File: config.mk
export PLATFORM = sky130hd
export DESIGN_NAME = rev_count_ctrl_flat
export DESIGN_NICKNAME = d
export VERILOG_FILES = /design/src/rtl/rev_count_ctrl_pkg.sv /design/src/rtl/rev_count_ctrl_if.sv /design/src/rtl/rev_count_ctrl_tick_gen.sv /design/src/rtl/rev_count_ctrl.sv /design/src/flat_wrapper.sv
export SDC_FILE = /design/constraint.sdc
export NUM_CORES = 1
export LEC_CHECK = 0
export ABC_AREA = 1
export CORE_MARGIN = 2
export CORE_UTILIZATION = 56
export CTS_BUF_LIST = sky130_fd_sc_hd__clkbuf_16
export CTS_CLUSTER_DIAMETER = 50
export DETAILED_ROUTE_END_ITERATION = 8
export PLACE_DENSITY = 0.8
export SLEW_MARGIN = 20
export SYNTH_ARGS = -nofsm -noshare
export SYNTH_HDL_FRONTEND = slang
export SYNTH_SLANG_ARGS = --single-unit
File: constraint.sdc
create_clock -name clk -period 1.9 [get_ports clk]
set_clock_uncertainty 0.05 [all_clocks]
set_input_delay 0.38 -clock clk [delete_from_list [all_inputs] [get_ports clk]]
set_output_delay 0.38 -clock clk [all_outputs]
set_load 0.01 [all_outputs]
File: src/rtl/rev_count_ctrl_pkg.sv
// Shared constants for the reversible display counter controller:
// FSM state encoding, count direction values and the board-clock prescale default.
package rev_count_ctrl_pkg;

   localparam logic [1:0] S_IDLE  = 2'd0;
   localparam logic [1:0] S_RUN   = 2'd1;
   localparam logic [1:0] S_PAUSE = 2'd2;

   localparam logic DIR_UP   = 1'b0;
   localparam logic DIR_DOWN = 1'b1;

   // 50 MHz board clock -> 100 count steps per second
   localparam int TICK_DIV_DEFAULT = 500000;

endpackage

File: src/rtl/rev_count_ctrl_if.sv
// Command/status bundle between the button front-end, the counter controller
// and the display datapath.
interface rev_count_ctrl_if #(
   parameter int WIDTH = 8
);

   logic             start;
   logic             stop;
   logic             clear;
   logic             dir;
   logic             load;
   logic [WIDTH-1:0] load_val;
   logic [WIDTH-1:0] count;
   logic             running;
   logic             tick;
   logic             wrap;

   modport master (
      output start, stop, clear, dir, load, load_val,
      input  count, running, tick, wrap
   );

   modport slave (
      input  start, stop, clear, dir, load, load_val,
      output count, running, tick, wrap
   );

endinterface

File: src/rtl/rev_count_ctrl_tick_gen.sv
// Single-clock prescaler producing a one-cycle step enable every TICK_DIV cycles
// while enabled; restart zeroes the prescaler.
module tick_gen #(
   parameter int TICK_DIV = 4
) (
   input  logic clk,
   input  logic rst,
   input  logic en,
   input  logic restart,
   output logic tick
);

   localparam int            PW   = $clog2(TICK_DIV);
   localparam logic [PW-1:0] LAST = PW'(TICK_DIV - 1);
   localparam logic [PW-1:0] PEN  = PW'(TICK_DIV - 2);

   logic [PW-1:0] prescaler_q, prescaler_d;
   logic          tick_q, tick_d;

   // NOTE: every always_comb output gets a default first, so no path can infer a latch.
   always_comb begin
      prescaler_d = prescaler_q;
      tick_d      = 1'b0;
      if (restart) begin
         prescaler_d = '0;
      end else if (en) begin
         prescaler_d = (prescaler_q == LAST) ? '0 : prescaler_q + PW'(1);
         // register the strobe together with the terminal prescaler value
         tick_d      = (prescaler_q == PEN);
      end
   end

   // NOTE: reset is synchronous and lives inside the clocked block; state updates use <= only.
   always_ff @(posedge clk) begin
      if (rst) begin
         prescaler_q <= '0;
         tick_q      <= 1'b0;
      end else begin
         prescaler_q <= prescaler_d;
         tick_q      <= tick_d;
      end
   end

   assign tick = tick_q;

endmodule

File: src/rtl/rev_count_ctrl.sv
// Run/pause/direction controller for the reversible display counter: a 3-state FSM
// plus a modulo-MOD up/down count stepped by the tick_gen strobe.
module rev_count_ctrl
   import rev_count_ctrl_pkg::*;
#(
   parameter int TICK_DIV = TICK_DIV_DEFAULT,
   parameter int MOD      = 100,
   parameter int WIDTH    = 8
) (
   input  logic               clk,
   input  logic               rst,
   rev_count_ctrl_if.slave    bus
);

   localparam logic [WIDTH-1:0] MAX_VAL = WIDTH'(MOD - 1);

   logic [1:0]       state_q, state_d;
   logic [WIDTH-1:0] count_q, count_d;
   logic             running_q, running_d;
   logic             wrap_q, wrap_d;
   logic             tick_q;
   logic             step;
   logic             presc_en;
   logic             presc_restart;
   logic [WIDTH-1:0] load_sat;

   assign load_sat = (bus.load_val <= MAX_VAL) ? bus.load_val : MAX_VAL;

   always_comb begin
      // unused encoding falls back to IDLE
      state_d = ((state_q == S_RUN) || (state_q == S_PAUSE)) ? state_q : S_IDLE;
      count_d = count_q;
      wrap_d  = 1'b0;

      if (bus.clear) begin
         state_d = S_IDLE;
         count_d = '0;
      end else if (bus.load && (state_q != S_RUN)) begin
         count_d = load_sat;
      end else if (bus.stop) begin
         state_d = (state_q == S_RUN) ? S_PAUSE : S_IDLE;
      end else if (bus.start) begin
         state_d = S_RUN;
      end

      // a tick coinciding with stop/clear leaves RUN and is dropped
      step = tick_q && (state_d == S_RUN);
      if (step) begin
         if (bus.dir == DIR_DOWN) begin
            count_d = (count_q == '0) ? MAX_VAL : count_q - WIDTH'(1);
            wrap_d  = (count_q == '0);
         end else begin
            count_d = (count_q == MAX_VAL) ? '0 : count_q + WIDTH'(1);
            wrap_d  = (count_q == MAX_VAL);
         end
      end

      running_d     = (state_d == S_RUN);
      presc_en      = (state_d == S_RUN);
      presc_restart = bus.clear || ((state_q != S_RUN) && (state_q != S_PAUSE) && (state_d == S_RUN));
   end

   always_ff @(posedge clk) begin
      if (rst) begin
         state_q   <= S_IDLE;
         count_q   <= '0;
         running_q <= 1'b0;
         wrap_q    <= 1'b0;
      end else begin
         state_q   <= state_d;
         count_q   <= count_d;
         running_q <= running_d;
         wrap_q    <= wrap_d;
      end
   end

   tick_gen #(
      .TICK_DIV (TICK_DIV)
   ) u_tick_gen (
      .clk     (clk),
      .rst     (rst),
      .en      (presc_en),
      .restart (presc_restart),
      .tick    (tick_q)
   );

   assign bus.count   = count_q;
   assign bus.running = running_q;
   assign bus.tick    = tick_q;
   assign bus.wrap    = wrap_q;

endmodule

File: src/flat_wrapper.sv
// flat-port wrapper written by rule: the top's interface ports become plain ports
module rev_count_ctrl_flat import rev_count_ctrl_pkg::*;
#(
   parameter int TICK_DIV = TICK_DIV_DEFAULT,
   parameter int MOD      = 100,
   parameter int WIDTH    = 8
)
  (clk, rst, bus_start, bus_stop, bus_clear, bus_dir, bus_load, bus_load_val, bus_count, bus_running, bus_tick, bus_wrap);
  rev_count_ctrl_if #(.WIDTH(WIDTH)) bus_i ();
  input  logic clk;
  input  logic rst;
  input wire logic [$bits(bus_i.start)-1:0] bus_start;
  input wire logic [$bits(bus_i.stop)-1:0] bus_stop;
  input wire logic [$bits(bus_i.clear)-1:0] bus_clear;
  input wire logic [$bits(bus_i.dir)-1:0] bus_dir;
  input wire logic [$bits(bus_i.load)-1:0] bus_load;
  input wire logic [$bits(bus_i.load_val)-1:0] bus_load_val;
  output wire logic [$bits(bus_i.count)-1:0] bus_count;
  output wire logic [$bits(bus_i.running)-1:0] bus_running;
  output wire logic [$bits(bus_i.tick)-1:0] bus_tick;
  output wire logic [$bits(bus_i.wrap)-1:0] bus_wrap;
  assign bus_i.start = bus_start;
  assign bus_i.stop = bus_stop;
  assign bus_i.clear = bus_clear;
  assign bus_i.dir = bus_dir;
  assign bus_i.load = bus_load;
  assign bus_i.load_val = bus_load_val;
  assign bus_count = bus_i.count;
  assign bus_running = bus_i.running;
  assign bus_tick = bus_i.tick;
  assign bus_wrap = bus_i.wrap;
  rev_count_ctrl #(.TICK_DIV(TICK_DIV), .MOD(MOD), .WIDTH(WIDTH)) u_core (.clk(clk), .rst(rst), .bus(bus_i));
endmodule
==> results of run 1 <==
logic make-up after synthesis:
logic type / Yosys count
and+or+nand+nor: 229
buffers and inverters: 60
AOI/OAI and AO/OA: 36
DFF: 32
xor gates and xnor gates: 8
adders and majority gates: 7
metal layers:
metal,track usage,up-vias
met2,0.4818,93
li1,-,1275
met5,0,-
met3,0.05099,9
met4,0.1100,0
met1,0.3246,1140
how the worst min path moves through the flow:
stage / start / end / slack [ps] / depth (start not counted)
finish: u_core.u_tick_gen.prescaler_q[18] / u_core.u_tick_gen.prescaler_q[18] / 440 / 2
global route: u_core.u_tick_gen.prescaler_q[17] / u_core.u_tick_gen.prescaler_q[17] / 470 / 2
CTS: u_core.u_tick_gen.prescaler_q[18] / u_core.u_tick_gen.prescaler_q[18] / 440 / 2
detailed placement: u_core.u_tick_gen.prescaler_q[18] / u_core.u_tick_gen.prescaler_q[18] / 430 / 2
global placement: u_core.u_tick_gen.prescaler_q[18] / u_core.u_tick_gen.prescaler_q[18] / 420 / 2
floorplan: u_core.u_tick_gen.prescaler_q[18] / u_core.u_tick_gen.prescaler_q[18] / 410 / 2
report_power, final:
group,switching (uW),internal [uW]
sequential,14.5,681
clock,268,470
combinational,124,104
total,407,1260
registers in the layout, indices dropped and copies added (netlist names):
name	flops
u_core.u_tick_gen.tick	1
u_core.u_tick_gen.prescaler_q	19
u_core.bus.wrap	1
u_core.bus.count	8
u_core.bus.running	1
u_core.state_q	2
metrics by stage:
stage,total power (uW),hold WS (ps)
2_1_floorplan,838.1,406.8
3_3_place_gp,928.3,420.8
3_5_place_dp,929.5,433.5
4_1_cts,1662,441.0
5_1_grt,1724,469.1
6_report,1662,438.4
Yosys cell counts:
cell,number,share of area
nand2_1,101,0.16
nor2_1,50,0.081
inv_1,48,0.078
dfxtp_1,32,0.28
nand3_1,31,0.067
nand4_1,15,0.041
o21ai_0,13,0.028
a21oi_1,12,0.026
nor3_1,12,0.026
ha_1,7,0.038
a21oi_2,5,0.019
buf_2,5,0.011
xor2_1,5,0.019
nor2_4,4,0.019
or2_2,4,0.011
buf_6,3,0.015
nand2_2,3,0.0081
nand3b_1,3,0.0097
nor2_2,3,0.0081
xnor2_1,3,0.011
a31oi_1,2,0.0054
inv_2,2,0.0032
a211oi_1,1,0.0032
and2_1,1,0.0027
buf_12,1,0.0087
buf_4,1,0.0032
nor3_2,1,0.0043
o211ai_1,1,0.0032
o21ai_2,1,0.0038
o21bai_1,1,0.0032
or2_1,1,0.0027
what timing repair did:
item / 4_1_cts / 5_1_grt
setup endpoints to repair: 0 / 15
endpoints found under the hold margin: 0 / 0
gates resized for setup: 0 / 11
final cells by class:
type | count | area [sq um]
Clock buffer | 5 | 125.1
Clock inverter | 3 | 11.26
Fill cell | 341 | 1114
Inverter | 50 | 192.7
Multi-Input combinational cell | 280 | 1419
Sequential cell | 32 | 641.9
Tap cell | 50 | 62.56
Timing Repair Buffer | 44 | 434.2
==> out/results.txt, run 1 <==
Outcome = finished clean
Worst Path Max Fanout = 8
Worst R2R Start = u_core.state_q[1]
Fin nets = 435
GRT Total Usage = 0.2735
Die span in x = 68.28 um
Grt ovf = 0
Post-synthesis average cell area = 6.219 sq um
Multiplexer area fraction after synthesis = 0
CP Depth = 1
Hold Fails Final Rpt = 0
Total of max-cap violations = 0
R2R setup slack = 170 ps
Via count = 2517
Crit path DAT = 1350 ps
Number of port buffers = 25
Cell area after placement = 2720 sq um
Most common cell after layout, fill and taps aside = nand2_1
WP buf/inv = 1
Post-Synth Simple-Gate Area = 0.4446
Die Height = 68.28 um
Core area = 4000 sq um
Largest family of logic cells by synthesized area = simple AND/OR/NAND/NOR gates
Final clock period utilization by the worst path = 0.9375
Slowest stage cell, crit path = clkdlybuf4s50_1
DRT antenna net count = 0
Pin count of the biggest net entering global routing = 20
Post-CTS Setup Bufs = 0
Drt pass-1 iters = 7
WS Path Type = flop to output port
Top sig layer = met4
Reg2Reg Depth = 12
Post-Syn Nets = 394
Leak = 0.001147 uW
Post-route DRC = 0
Clock Sinks = 32
Hold crit path type = flop to flop
CTS hold repair buffers = 0
First-pass GRT wire length = 9701 um
Adder-cell share of the synthesized area = 0.03786
Critical path's top delay family = buffers and inverters
Rows = 23
Wire per inst = 12.30 um
Critical Path End = bus_count[2]
Crit start category = flop
Pwr Density = 575.8 nW/um^2
Final WS setup = 118.7 ps
Peak Freq = 561.4 MHz
Dpl hpwl = 4153 um
Synth Area in Compound Gates = 0.09194
I/O pin total = 26
Metal2 WL = 2813 um
Flops & latches, synth = 32
CP startpoint = u_core.bus.count[2]
Reg2reg end = u_core.u_tick_gen.prescaler_q[11]
Worst stage delay on the critical path = 600 ps
Minimum clock period = 1781 ps
CP Capture Type = output port
Initial core utilization = 0.5784
Gate Count Post-Synth = 372
CTS buffer count = 5
Layout cells sized above 1 = 0.1280
Fin util = 0.7216
Setup TNS = 0 ps
CTS tree = built
Initial antenna violation count = 0
Die area = 4661 sq um
Clk root buf = clkbuf_16
Initial drt markers = 227
WP data required = 1470 ps
Final Max Slew Viols = 0
Worst slew pin tran = 409.6 ps
H-tree levels = 2
CTS max path bufs = 2
Worst-path clk slew = 50 ps
Gpl congestion = 0.9187
Final setup fails = 0
Placed Cells = 456
Post-synthesis sequential area ratio = 0.2769
Number of global-route vias before repair = 2242
DR vias/cell = 5.425
Worst VDD drop = 415.8 uV
Most frequent cells in the layout = 100 x nand2_1, 49 x inv_1, 49 x nor2_1, 31 x nand3_1, 31 x dfxtp_1
Crit-path cells = clkdlybuf4s50_1
M1 WL = 2462 um
Total routed wirelength = 5709 um
ANT cells = 0
Post-Layout Inst Area = 2887 sq um
Post-Synthesis Cell Area = 2313 sq um
Post-Layout Cell Count = 464
Met3 wire len = 351 um
Synth-to-Final Area Change = 24.77%
Worst slack at placement = -103.6 ps
Netlist cell types = 31
Headroom to the max-slew limit = 0.7256
Synth Area in XOR/XNOR = 0.03029
Clk_lat worst skew = 270 ps
YS warnings = 0
(Power assumes the default switching activity.)
==> inputs of run 2 (changes only) <==
==> constraint.sdc (replaced) <==
create_clock -name clk -period 1.8 [get_ports clk]
set_clock_uncertainty 0.05 [all_clocks]
set_input_delay 0.36 -clock clk [delete_from_list [all_inputs] [get_ports clk]]
set_output_delay 0.36 -clock clk [all_outputs]
set_load 0.01 [all_outputs]
==> run 2 against run 1 <==
  * The flow now finishes with violations (negative setup slack)
  * Die area unchanged
  * Non-clock buffer count increased by 10
  * Utilization grew 3.7 points
  * Wire length grew 9.6%
  * Clock-buffer cell count stayed put
  * Global-route usage rose by 2.3 points
  * First-iteration DRC count increased by 11%
  * Power is 7.3% higher
  * Combinational power increased by 16%
  * Critical path depth rose by 11
  * Critical path type is now flop to flop
  * Largest power group unchanged
  * Highest routed layer unchanged
==> out/results.txt, run 2 (synthesis gave the netlist of run 1 again) <==
Layout cells sized above 1 = 0.1844
CTS hold repair buffers = 0
Initial core utilization = 0.5784
Failing checks = negative setup slack
Worst R2R Start = u_core.state_q[1]
Initial antenna violation count = 0
Pin count of the biggest net entering global routing = 13
Flop pwr share = 0.412
Final Max Slew Viols = 0
Reg area = 645.6 sq um
Post-route DRC = 0
Design internal power = 1337 uW
Gpl congestion = 0.9303
Worst slack at placement = -236.3 ps
CP startpoint = u_core.state_q[1]
CTS buffer count = 5
Final WS setup = -9.124 ps
Worst VDD drop = 526.1 uV
Worst-path clk slew = 50 ps
Drt pass-1 iters = 5
Number of global-route vias before repair = 2432
Hold crit path type = flop to flop
Logic pwr share = 0.149
Total routed wirelength = 6258 um
R2R setup slack = -9 ps
Biggest register = u_core.u_tick_gen.prescaler_q
DR vias/cell = 5.412
Clk_lat worst skew = 270 ps
Most common cell after layout, fill and taps aside = nand2_1
CTS tree = built
Initial drt markers = 253
Clk root buf = clkbuf_16
I/O pin total = 26
Setup TNS = -9.124 ps
CP Capture Type = flop
Headroom to the max-slew limit = 0.7013
Sw frac = 0.2504
Clock Sinks = 32
Via count = 2560
Rows = 23
Filler instances = 295
Synth-to-Final Area Change = 31.10%
Worst slew pin tran = 444.7 ps
NetSw = 446.5 uW
Total of max-cap violations = 0
Power share of the clock group = 0.438
Die area = 4661 sq um
Final clock period utilization by the worst path = 1.005
Outcome = finished, violations left
Final setup fails = 1
Pwr Density = 587.9 nW/um^2
GRT Total Usage = 0.2966
WP data required = 1940 ps
Worst Path Max Fanout = 3
ANT cells = 0
Crit path DAT = 1950 ps
Grt ovf = 0
WS Path Type = flop to flop
First-pass GRT wire length = 10450 um
Peak Freq = 552.8 MHz
CTS max path bufs = 2
DRT antenna net count = 0
Max reg flops = 19
Number of port buffers = 25
Worst Min Path Start = u_core.u_tick_gen.prescaler_q[18]
Die span in x = 68.28 um
Dpl hpwl = 4396 um
Wire per inst = 13.23 um
Fin nets = 445
Crit start category = flop
Die Height = 68.28 um
Core area = 4000 sq um
Hold Fails Final Rpt = 0
Minimum clock period = 1809 ps
Area of the multi-input gates = 1476 sq um
Most frequent cells in the layout = 99 x nand2_1, 47 x nor2_1, 44 x inv_1, 31 x nand3_1, 28 x dfxtp_1
Leak = 0.001205 uW
H-tree levels = 2
## run 2: cell types whose count changed in the layout (fill, tap and decap cells not counted), moves of 3 or more
cell | before | now
inv_2 | 1 | 5
dfxtp_2 | 1 | 4
inv_1 | 49 | 44
dfxtp_1 | 31 | 28
buf_4 | 15 | 24
## run 2: what timing repair did
action,in CTS,in global routing
setup endpoints to repair,21,27
cloned,1,0
resized for setup,10,22
setup buffers,6,1
pin swaps,3,8
## run 2: per-layer routing
layer / share of wire / vias to the layer above / track usage
li1: - / 1287 / -
met1: 0.42 / 1159 / 0.3280
met2: 0.50 / 97 / 0.5461
met3: 0.057 / 17 / 0.04770
met4: 0.022 / 0 / 0.1425
met5: 0 / - / 0
## run 2: path summary, 6_finish.rpt
check / end / cells past startpoint
setup / recovery: u_core.state_q[1] / 12
hold / removal: u_core.u_tick_gen.prescaler_q[18] / 2
setup reg to reg: u_core.state_q[1] / 12
hold reg to reg: u_core.u_tick_gen.prescaler_q[18] / 2
## run 2: cell type report
class / instances / area share
clock buffer: 5 / 0.04125
clock inverter: 2 / 0.002475
inverter: 50 / 0.06436
multi-input combinational: 280 / 0.4868
sequential: 32 / 0.2129
tap: 50 / 0.02063
timing repair buffer: 54 / 0.1716
## run 2: worst max-delay path, cell delays in order (launching register included)
cell,delay (ps)
dfxtp_2,350
inv_2,50
ha_4,170
inv_2,50
nand2_2,80
o21ai_2,80
nand2_2,90
buf_4,140
buf_4,120
buf_4,120
buf_4,120
buf_4,130
a211oi_2,180
## run 2: stage by stage
stage | instances | hold slack [ps] | power (uW) | cell area, sq um | util
after floorplan | 372 | 388.5 | 884.6 | 2313 | -
after global placement | 459 | 419.6 | 981.4 | 2743 | 0.6856
after detailed placement | 459 | 426.3 | 986.0 | 2743 | 0.6856
after CTS | 473 | 431.3 | 1783 | 2984 | 0.7460
after global routing | 473 | 459.4 | 1846 | 3033 | 0.7582
final | 473 | 432.6 | 1783 | 3033 | 0.7582
## run 2: power groups by stage
stage | Sequential (uW) | Combinational [uW] | Clock, uW
after floorplan | 747 | 137 | 0
after global placement | 748 | 233 | 0
after detailed placement | 748 | 238 | 0
after CTS | 733 | 256 | 793
after global routing | 736 | 294 | 816
final | 735 | 266 | 781
